--- src/rtl/pdec_pkg.sv ---
// Shared constants, state encoding and popcount helper for the
// priority-decode accumulator.
package pdec_pkg;

  localparam int LANES   = 8;
  localparam int CODE_W  = 3;
  localparam int COUNT_W = 4;

  typedef enum logic [1:0] {
    IDLE,
    COLLECT,
    DONE
  } state_t;

  function automatic logic [COUNT_W-1:0] popcount(
    input logic [LANES-1:0] v
  );
    logic [COUNT_W-1:0] n;
    n = '0;
    for (int i = 0; i < LANES; i++) begin
      n = n + COUNT_W'(v[i]);
    end
    return n;
  endfunction

endpackage

--- src/rtl/pdec_accum_dec3to8.sv ---
// 3-bit lane code to 8-bit one-hot decoder.
// Purely combinational; used on the accept path of pdec_accum.
module pdec_dec3to8
  import pdec_pkg::*;
(
  input  logic [CODE_W-1:0] code,
  output logic [LANES-1:0]  onehot
);

  always_comb begin
    onehot       = '0;
    onehot[code] = 1'b1;
  end

endmodule

--- src/rtl/pdec_accum.sv ---
// Frame accumulator: ORs decoded lane codes into a request mask.
// Optional descending-order check under PDEC_ORDER_CHECK_EN.
module pdec_accum
  import pdec_pkg::*;
(
  input  logic               clk,
  input  logic               rst_n,
  input  logic [CODE_W-1:0]  in_code,
  input  logic               in_valid,
  input  logic               in_last,
  output logic               in_ready,
  output logic [LANES-1:0]   onehot,
  output logic [LANES-1:0]   out_mask,
  output logic [COUNT_W-1:0] out_count,
  output logic               out_valid,
  input  logic               out_ready,
  output logic               err
);

  state_t           state;
  state_t           state_nx;
  logic [LANES-1:0] acc;
  logic [LANES-1:0] dec;
  logic [LANES-1:0] merged;
  logic             accept;
  logic             hs;

  pdec_dec3to8 u_dec (
    .code   (in_code),
    .onehot (dec)
  );

  assign in_ready = (state != DONE);
  assign accept   = in_valid & in_ready;
  assign hs       = (state == DONE) & out_ready;
  assign merged   = acc | dec;

  always_comb begin
    state_nx = state;
    unique case (state)
      IDLE,
      COLLECT: begin
        if (accept) begin
          state_nx = in_last ? DONE : COLLECT;
        end
      end
      DONE: begin
        if (out_ready) begin
          state_nx = IDLE;
        end
      end
      default: state_nx = IDLE;
    endcase
  end

  always_ff @(posedge clk or negedge rst_n) begin
    if (!rst_n) begin
      state     <= IDLE;
      acc       <= '0;
      onehot    <= '0;
      out_mask  <= '0;
      out_count <= '0;
      out_valid <= 1'b0;
    end else begin
      state <= state_nx;
      if (accept) begin
        acc    <= merged;
        onehot <= dec;
        if (in_last) begin
          out_mask  <= merged;
          out_count <= popcount(merged);
          out_valid <= 1'b1;
        end
      end
      if (hs) begin
        acc       <= '0;
        out_valid <= 1'b0;
      end
    end
  end

`ifdef PDEC_ORDER_CHECK_EN
  logic [CODE_W-1:0] prev;
  logic              sticky;
  logic              err_q;
  logic              viol;

  // The first code of a frame has no predecessor to compare against.
  assign viol = (state == COLLECT) && (in_code >= prev);

  always_ff @(posedge clk or negedge rst_n) begin
    if (!rst_n) begin
      prev   <= '0;
      sticky <= 1'b0;
      err_q  <= 1'b0;
    end else begin
      if (accept) begin
        prev <= in_code;
        if (in_last) begin
          err_q  <= sticky | viol;
          sticky <= 1'b0;
        end else begin
          sticky <= sticky | viol;
        end
      end
      if (hs) begin
        err_q <= 1'b0;
      end
    end
  end

  assign err = err_q;
`else
  assign err = 1'b0;
`endif

endmodule

--- config.mk ---
export PLATFORM = sky130hd
export DESIGN_NAME = pdec_accum
export DESIGN_NICKNAME = d
export VERILOG_FILES = /design/src/rtl/pdec_pkg.sv /design/src/rtl/pdec_accum_dec3to8.sv /design/src/rtl/pdec_accum.sv
export SDC_FILE = /design/constraint.sdc
export NUM_CORES = 1
export LEC_CHECK = 0
export BUFFER_PORTS_ARGS = -buffer_cell sky130_fd_sc_hd__buf_2
export CAP_MARGIN = 10
export CORE_ASPECT_RATIO = 0.75
export CORE_UTILIZATION = 45
export CTS_CLUSTER_DIAMETER = 100
export CTS_CLUSTER_SIZE = 10
export DETAILED_ROUTE_END_ITERATION = 10
export HOLD_SLACK_MARGIN = 0.08
export PLACE_DENSITY = 0.77
export SLEW_MARGIN = 30
export SYNTH_ARGS = -nofsm -noshare
export SYNTH_HDL_FRONTEND = slang
export SYNTH_SLANG_ARGS = --single-unit
--- constraint.sdc ---
create_clock -name clk -period 3.16 [get_ports clk]
set_input_delay 0.474 -clock clk [delete_from_list [all_inputs] [get_ports clk]]
set_output_delay 0.474 -clock clk [all_outputs]
set_load 0.05 [all_outputs]
## Word-level counts from Yosys, hierarchy flattened

Cells that the tools add are included.

- Bits in registers: 31
- Latch bits: 0
- Memory bits (writable): 0
- Bits in read-only memories: 0
- Input port bits: 8
- Word-level logic and storage cells: 42
- Memories: 0

- Add/subtract/negate cells: 7
- Multiply operators: 0
- Div/mod/pow operators: 0
- Order comparisons: 2
- Eq/ne operators: 5
- Shift operators: 0
- Multiplexer cells: 11
- Bitwise gates (word level): 3
- Reductions and logical operators: 8

Operator list:

| kind | count |
|---|---|
| adder 4 x 1 -> 4 bit | 4 |
| 2-to-1 mux 8 bit | 2 |
| bitwise OR 8 bit | 1 |
| 2-to-1 mux 2 bit | 3 |
| inequality test 2 bit, second input constant | 3 |
| AND reduction 2 bit | 3 |
| adder 3 x 1 -> 4 bit | 1 |
| less-than comparator 3 x 4 -> 1 bit, second input constant | 1 |
| 2-to-1 mux 1 bit | 4 |
| case mux 2 bit (2 select lines) | 1 |
| nonzero test 2 bit | 2 |
| adder 2 x 1 -> 3 bit | 1 |
| demux 1 bit (select 3 bit) | 1 |
| greater-or-equal comparator 3 x 1 -> 1 bit, second input constant | 1 |
| adder 1 x 1 -> 2 bit | 1 |
| AND 1 bit | 2 |
| == test 2 x 1 -> 1 bit, second input constant | 1 |
| == test 2 bit, second input constant | 1 |
| logical NOT 2 bit | 1 |
| OR reduction 2 bit | 1 |
| logical AND 1 bit | 1 |

## Depth between registers and ports, before layout

Gate-level depths: netlist (run 1).

- Depth after elaboration: 12
- Depth in mapped cells: 14
- Depth with buffers taken out: 13

## Modules after synthesis

From an unflattened synthesis (run 1), not the netlist that was laid out.

- Cells, all modules: 123
- Area total of the unflattened synthesis: 1476.4 µm²

Modules (own cells, without submodules):

| module | times used | cells each | area an instance (µm²) | sequential area each (µm²) |
|---|---|---|---|---|
| pdec_accum | 1 | 115 | 1411.4 | 775.7 |
| pdec_dec3to8 | 1 | 8 | 65.1 | 0.0 |

## Worst setup path after synthesis (run 1)

OpenSTA, ideal clock, no wires.

- Path type: in2reg
- Start point: in in_code[0]
- End point: reg out_count[2]
- Library setup time: 0.125 ns
- Arrival: 3.537 ns
- Data required time: 3.035 ns
- Slack: -0.502 ns
- Cell stages on the path: 14
- Path through: clkbuf_1 -> nor2b_1 -> a21oi_1 -> fa_1 -> inv_1 -> fa_1 -> inv_1 -> fa_1 -> inv_1 -> ha_1 -> inv_1 -> fa_1 -> xnor2_1 -> mux2_4

- Word-level cells in the longest chain between the ends: 12
- Elaborated cells between the ends (all ways): 13
- Those cells by class: add/sub (7); order compare (2); mux (2); bitwise (1); reduce/logical (1)

Ends and longest elaborated chain:

| item | line | RTL |
|---|---|---|
| start, declared | pdec_accum.sv:8 | `input logic [CODE_W-1:0] in_code,` |
| less-than comparator 3 x 4 -> 1 bit (not written as such) / greater-or-equal comparator 3 x 1 -> 1 bit (equally long branches) | pdec_accum_dec3to8.sv:12 | `onehot[code] = 1'b1;` |
| logical AND 1 bit (not written as such) | pdec_accum_dec3to8.sv:12 |  |
| 2-to-1 mux 1 bit (not written as such) | pdec_accum_dec3to8.sv:12 |  |
| demux 1 bit (select 3 bit) (*) | -- |  |
| bitwise OR 8 bit (*) | pdec_accum.sv:36 | `assign merged = acc \| dec;` |
| adder 1 x 1 -> 2 bit | pdec_pkg.sv:21 | `n = n + COUNT_W'(v[i]);` |
| adder 2 x 1 -> 3 bit | pdec_pkg.sv:21 |  |
| adder 3 x 1 -> 4 bit | pdec_pkg.sv:21 |  |
| adder 4 x 1 -> 4 bit (3 in series) | pdec_pkg.sv:21 |  |
| adder 4 x 1 -> 4 bit (*) | pdec_pkg.sv:21 |  |
| end signal, assigned | pdec_accum.sv:71 | `out_count <= popcount(merged);` |
| end, declared | pdec_accum.sv:14 | `output logic [COUNT_W-1:0] out_count,` |

Mark *: on every way between the ends. The rest lies on a longest branch, timed or not.
A chain may end at the register's enable or synchronous reset.

## Worst setup path after layout (run 1)

- Start point: in in_code[2]
- End point: reg out_count[2]

Same word-level chain as after synthesis.

==> impl_metrics.py, run 1 <==
metrics = {
    "status": {
        "status": "finished with violations",
        "violations": "negative setup slack",
    },
    "timing": {
        "fin_worst_skew_ns": 0.00315,
        "finalMaxSlewViolations": 0,
        "worst_pin_slew_ns": 0.671,
        "setup_slack_ns": -0.0508,
        "fin_crit_ns": 3.21,
        "finalCritPeriodShare_pct": 102,
        "rsz0062_at_grt": "true",
        "fmax_mhz": 311,
        "max_slew_margin_pct": 55.3,
        "hold_viol": 0,
        "setup_viol": 1,
    },
    "routing": {
        "drtIter0Drc": 34,
        "num_vias": 1019,
        "routed_wl_mm": 2.96,
        "drc": 0,
        "avgRoutedWirePerCell_um": 14.5,
        "ant_nets": 0,
        "dr.pass1.iters": 4,
        "via_per_inst": 5.00,
    },
    "setup_path": {
        "worstPathRequired_ns": 3.34,
        "endpoint": "out_count[2]",
        "critPathKind": "primary input to register",
        "reg2reg_from": "acc[1]",
        "r2r_end": "out_count[2]",
        "worstPathArrival_ns": 3.39,
        "r2r_cells": 12,
        "r2r_slack_ns": 0.04,
        "critPathLaunch": "in_code[2]",
        "worstPathMaxFanout": 4,
        "start_kind": "primary input",
        "critPathCaptureType": "register",
    },
    "logic_synthesis": {
        "synth_top_area_share_pct": 52.5,
        "netlist_area_um2": 1480,
        "yosysWarnings": 0,
        "synth_most_common_cell": "dfrtp_1",
        "ys_types": 34,
        "syn_inst": 125,
        "seq_area_frac_synth_pct": 52.5,
        "postSynthAreaPerCell_um2": 11.8,
        "synth_area_leader_cell": "dfrtp_1",
        "ys.flop_type": "dfrtp_1",
        "synth-seq-cells": 31,
        "syn_nets": 140,
        "synthTopCellsByCount": "dfrtp_1, inv_1, nand2_1",
        "ys_top_cells_by_area": "dfrtp_1, fa_1, mux2i_1",
        "synthArstFlopShare_pct": 100,
        "synth_edf_count": 0,
    },
    "pwr": {
        "power_mw": 1.94,
        "p_per_area_nw_per_um2": 1040,
        "ir_drop_v": 0.000396,
        "power_leakage_nw": 0.941,
    },
    "floorplan": {
        "ios": 31,
        "die_area_um2": 3520,
        "die_h_um": 51.6,
        "die-width_um": 68.2,
        "rows": 17,
        "core_area_um2": 3040,
        "start_util_pct": 48.6,
    },
    "place": {
        "dp_hpwl_mm": 2.18,
        "gp_congestion": 0.887,
        "portBuffers": 29,
    },
    "clocking": {
        "numClockSinks": 31,
        "cts_made_buffers": 5,
        "postCtsHoldBufs": 0,
        "htree_levels": 2,
        "cts.path.max_buffers": 2,
        "worstSkewPairLatency_ns": 0.29,
        "clockRootBuffer": "clkbuf_8",
        "cts.clk_slew.worst_paths_ns": 0.06,
        "cts_tree": "done",
    },
    "job": {
        "cap_violations": 0,
    },
    "global_route": {
        "track_usage_pct": 19.8,
        "grt_remaining_overflow": 0,
        "antenna_found_initial": 0,
        "grt_pass1_wl_mm": 4.88,
        "grt_max_degree": 32,
        "grt_pass1_vias": 1037,
    },
    "hold_path": {
        "hp-class": "primary input to async pin",
    },
    "cells_and_area": {
        "fin_util_pct": 61.3,
        "nets": 181,
        "antenna_cells": 0,
        "syn_to_final_growth_pct": 26.0,
        "drive_gt1_share_pct": 40.4,
    },
}
[metrics by stage]
step,TNS [ns],cells,hold slack (ns),setup slack [ns],cell area (µm²)
floorplan,-0.461,125,0.178,-0.302,1540
global placement,-0.643,194,0.457,-0.354,1720
detailed placement,-0.993,194,0.464,-0.472,1720
CTS,-0.0295,203,0.245,-0.0295,1830
global route,-0.122,204,0.287,-0.122,1860
finish,-0.0508,204,0.216,-0.0508,1860
[worst max-delay path, cell delays in order]
cell and delay (ns):
buf_8 0.11, nor2b_4 0.18, a21oi_4 0.08, fa_1 0.53
inv_1 0.05, fa_1 0.48, inv_1 0.05, fa_1 0.43
inv_1 0.07, ha_2 0.18, inv_2 0.04, fa_2 0.34
xnor2_1 0.13, mux2_4 0.25
[state kept, by name (all words and copies together) (netlist names)]
register and count:
acc 8, onehot 8, out_mask 8, out_count 4, state 2, out_valid 1
[power by group]
| group | switching [mW] | internal (mW) | total, mW | leakage [nW] |
|---|---|---|---|---|
| sequential | 0.0644 | 0.515 | 0.579 | 0.374 |
| clock | 0.146 | 0.170 | 0.317 | 0.0470 |
| combinational | 0.647 | 0.397 | 1.04 | 0.520 |
| total | 0.858 | 1.08 | 1.94 | 0.941 |
[layer usage]
metal	GRT usage, %	share of wire (%)	vias to the layer above	wire length (µm)
met3	5.92	4.3	5	128
li1	-	-	493	-
met5	0	0	-	0
met2	30.1	46	24	1370
met4	9.38	2.1	0	63
met1	25.7	47	497	1400
[how the worst min path moves through the flow]
| stage | end | slack (ns) | cells past startpoint |
|---|---|---|---|
| final | acc[0] | 0.22 | 1 |
| after global routing | out_mask[4] | 0.29 | 1 |
| after CTS | out_mask[7] | 0.24 | 1 |
| after detailed placement | onehot[2] | 0.46 | 1 |
| after global placement | acc[6] | 0.46 | 2 |
| after floorplan | acc[0] | 0.18 | 0 |
[cells by family (layout without fill, tap and decap cells)]
group | count (synthesis) | after routing | share of synthesized area, %
XOR/XNOR | 1 | 1 | 0.592
buffers and inverters | 22 | 63 | 7.53
multiplexers | 16 | 16 | 12.4
AND/OR/NAND/NOR | 25 | 25 | 8.46
adder cells (fa/ha/maj) | 7 | 7 | 7.95
other | 1 | 1 | 0.254
AO/OA/AOI/OAI | 22 | 22 | 10.4
flip-flops | 31 | 31 | 52.5
[cell usage in the layout, fill, tap and decap left out, drive strengths merged, types with 5 or more instances in the layout]
cell type   n
mux2        9
nand2      10
nor2        5
buf        41
inv        15
dfrtp      31
o21ai       5
mux2i       7
clkbuf      6
[layout make-up]
cell class | count | area, µm²
Clock buffer | 6 | 82.6
Clock inverter | 1 | 5.00
Fill cell | 261 | 1180
Inverter | 15 | 56.3
Multi-Input combinational cell | 72 | 641
Sequential cell | 31 | 776
Tap cell | 38 | 47.5
Timing Repair Buffer | 41 | 255
[repair_timing]
action | 4_1_cts | 5_1_grt
gates resized for setup | 4 | 4
pin swaps | 4 | 1
buffers inserted | 2 | 1
gates cloned | 0 | 0
endpoints found under the setup margin | 2 | 2
No activity file was read; power rests on OpenSTA's default activity.
==> run 2: changes to the inputs <==
--- a/config.mk
+++ b/config.mk
@@ -8,10 +8,12 @@
 export BUFFER_PORTS_ARGS = -buffer_cell sky130_fd_sc_hd__buf_2
 export CAP_MARGIN = 10
 export CORE_ASPECT_RATIO = 0.75
+export CORE_MARGIN = 8
 export CORE_UTILIZATION = 45
 export CTS_CLUSTER_DIAMETER = 100
 export CTS_CLUSTER_SIZE = 10
 export DETAILED_ROUTE_END_ITERATION = 10
+export GPL_ROUTABILITY_DRIVEN = 0
 export HOLD_SLACK_MARGIN = 0.08
 export PLACE_DENSITY = 0.77
 export SLEW_MARGIN = 30
==> impl_metrics.py, run 2 (synthesized netlist as in run 1, its figures left out) <==
metrics = {
    "status": {
        "status": "finished with violations",
        "violations": "negative setup slack",
    },
    "cells_and_area": {
        "final_common_cell": "dfrtp_1",
        "final_cells": 206,
        "final_area_um2": 1840,
        "nFillCells": 278,
        "nets": 181,
        "largest_registers": "acc: 8 flops, onehot: 8 flops, out_mask: 8 flops",
        "drive_gt1_share_pct": 40.4,
        "antenna_cells": 0,
        "syn_to_final_growth_pct": 24.6,
        "regArea_um2": 776,
        "multi_input_area_um2": 626,
        "most-common-layout-cells": "dfrtp_1, buf_2, inv_1",
        "fin_util_pct": 57.2,
    },
    "floorplan": {
        "die-width_um": 82.2,
        "ios": 31,
        "die_h_um": 65.6,
        "core_area_um2": 3220,
        "die_area_um2": 5400,
        "start_util_pct": 45.9,
        "rows": 18,
    },
    "setup_path": {
        "cpLargestDelayFamily": "adder cells",
        "worstPathArrival_ns": 3.36,
        "cpPeakStageDelay_ns": 0.54,
        "cp_cell_sequence": "buf_6 > nor2b_4 > a21oi_2 > fa_1 > inv_1 > fa_1 > inv_1 > fa_1 > inv_1 > ha_2 > inv_2 > fa_2 > xnor2_1 > mux2_4",
        "worstPathRequired_ns": 3.33,
        "critPathKind": "primary input to register",
        "critPathSlowestCell": "fa_1",
        "start_kind": "primary input",
        "worst-path-buf-inv": 5,
        "r2r_cells": 12,
        "worstPathMaxFanout": 4,
        "cp.depth": 14,
        "critPathCaptureType": "register",
    },
    "clocking": {
        "htree_levels": 2,
        "cts_made_buffers": 5,
        "cts_tree": "done",
        "clockRootBuffer": "clkbuf_8",
        "postCtsHoldBufs": 0,
        "numClockSinks": 31,
        "cts.path.max_buffers": 2,
        "worstSkewPairLatency_ns": 0.28,
        "cts.clk_slew.worst_paths_ns": 0.06,
    },
    "job": {
        "cap_violations": 0,
    },
    "routing": {
        "routed_wl_mm": 3.15,
        "avgRoutedWirePerCell_um": 15.3,
        "via_per_inst": 5.10,
        "drc": 0,
        "dr.pass1.iters": 4,
        "num_vias": 1050,
        "ant_nets": 0,
        "drtIter0Drc": 35,
    },
    "place": {
        "dp_cells": 196,
        "dp_hpwl_mm": 2.39,
        "portBuffers": 29,
        "dpl-instance-area_um2": 1720,
        "post-place-ws_ns": -0.468,
    },
    "global_route": {
        "grt_pass1_wl_mm": 5.20,
        "grt_max_degree": 32,
        "grt_remaining_overflow": 0,
        "grt_pass1_vias": 1118,
        "antenna_found_initial": 0,
        "track_usage_pct": 12.8,
    },
    "timing": {
        "max_slew_margin_pct": 54.0,
        "finalCritPeriodShare_pct": 101,
        "fin_worst_skew_ns": 0.00660,
        "setup_slack_ns": -0.0306,
        "worst_pin_slew_ns": 0.690,
        "hold_viol": 0,
        "fmax_mhz": 313,
        "setup_viol": 1,
        "finalMaxSlewViolations": 0,
        "fin_crit_ns": 3.19,
        "rsz0062_at_grt": "true",
    },
    "pwr": {
        "power_leakage_nw": 0.935,
        "p_per_area_nw_per_um2": 1010,
        "power_mw": 1.85,
        "ir_drop_v": 0.000355,
    },
    "hold_path": {
        "hp-class": "primary input to async pin",
    },
}
[run 2: final timing paths]
check | from | to | slack [ns]
max | in_code[0] | out_count[2] | -0.03
min | rst_n | out_count[1] | 0.23
max reg2reg | acc[3] | out_count[2] | 0.08
min reg2reg | onehot[2] | onehot[2] | 0.47
max in group asynchronous | rst_n | out_mask[1] | 2.48
min in group clk | out_ready | state[1] | 0.40
[run 2: what timing repair did]
item / 4_1_cts / 5_1_grt
resized for setup: 2 / 2
pin swaps: 4 / 0
hold endpoints to repair: 0 / 0
endpoints found under the setup margin: 1 / 1
setup buffers: 2 / 1
[run 2: area by class of cell]
class	count	area share [%]
sequential	31	42.1
multi-input combinational	72	33.9
timing repair buffer	41	13.4
clock buffer	6	4.48
inverter	15	3.05
tap	40	2.72
clock inverter	1	0.272
[run 2: per-layer routing]
layer / up-vias / routed length [µm] / GRT usage [%]
li1: 496 / - / -
met1: 519 / 1400 / 15.7
met2: 30 / 1450 / 19.0
met3: 5 / 264 / 5.72
met4: 0 / 42 / 5.24
met5: - / 0 / 0
[run 2: stage by stage]
| stage | hold WS, ns | TNS (ns) |
|---|---|---|
| global route | 0.277 | -0.116 |
| finish | 0.234 | -0.0306 |
| global placement | 0.459 | -0.656 |
| floorplan | 0.178 | -0.461 |
| detailed placement | 0.464 | -0.900 |
| CTS | 0.243 | -0.0702 |
[run 2: power by group]
group          leakage (nW)  switching (mW)  total [mW]  internal [mW]
Combinational         0.514           0.623       0.972          0.349
Sequential            0.374          0.0598       0.575          0.515
Clock                0.0470           0.137       0.308          0.170
Total                 0.935           0.820        1.85           1.03
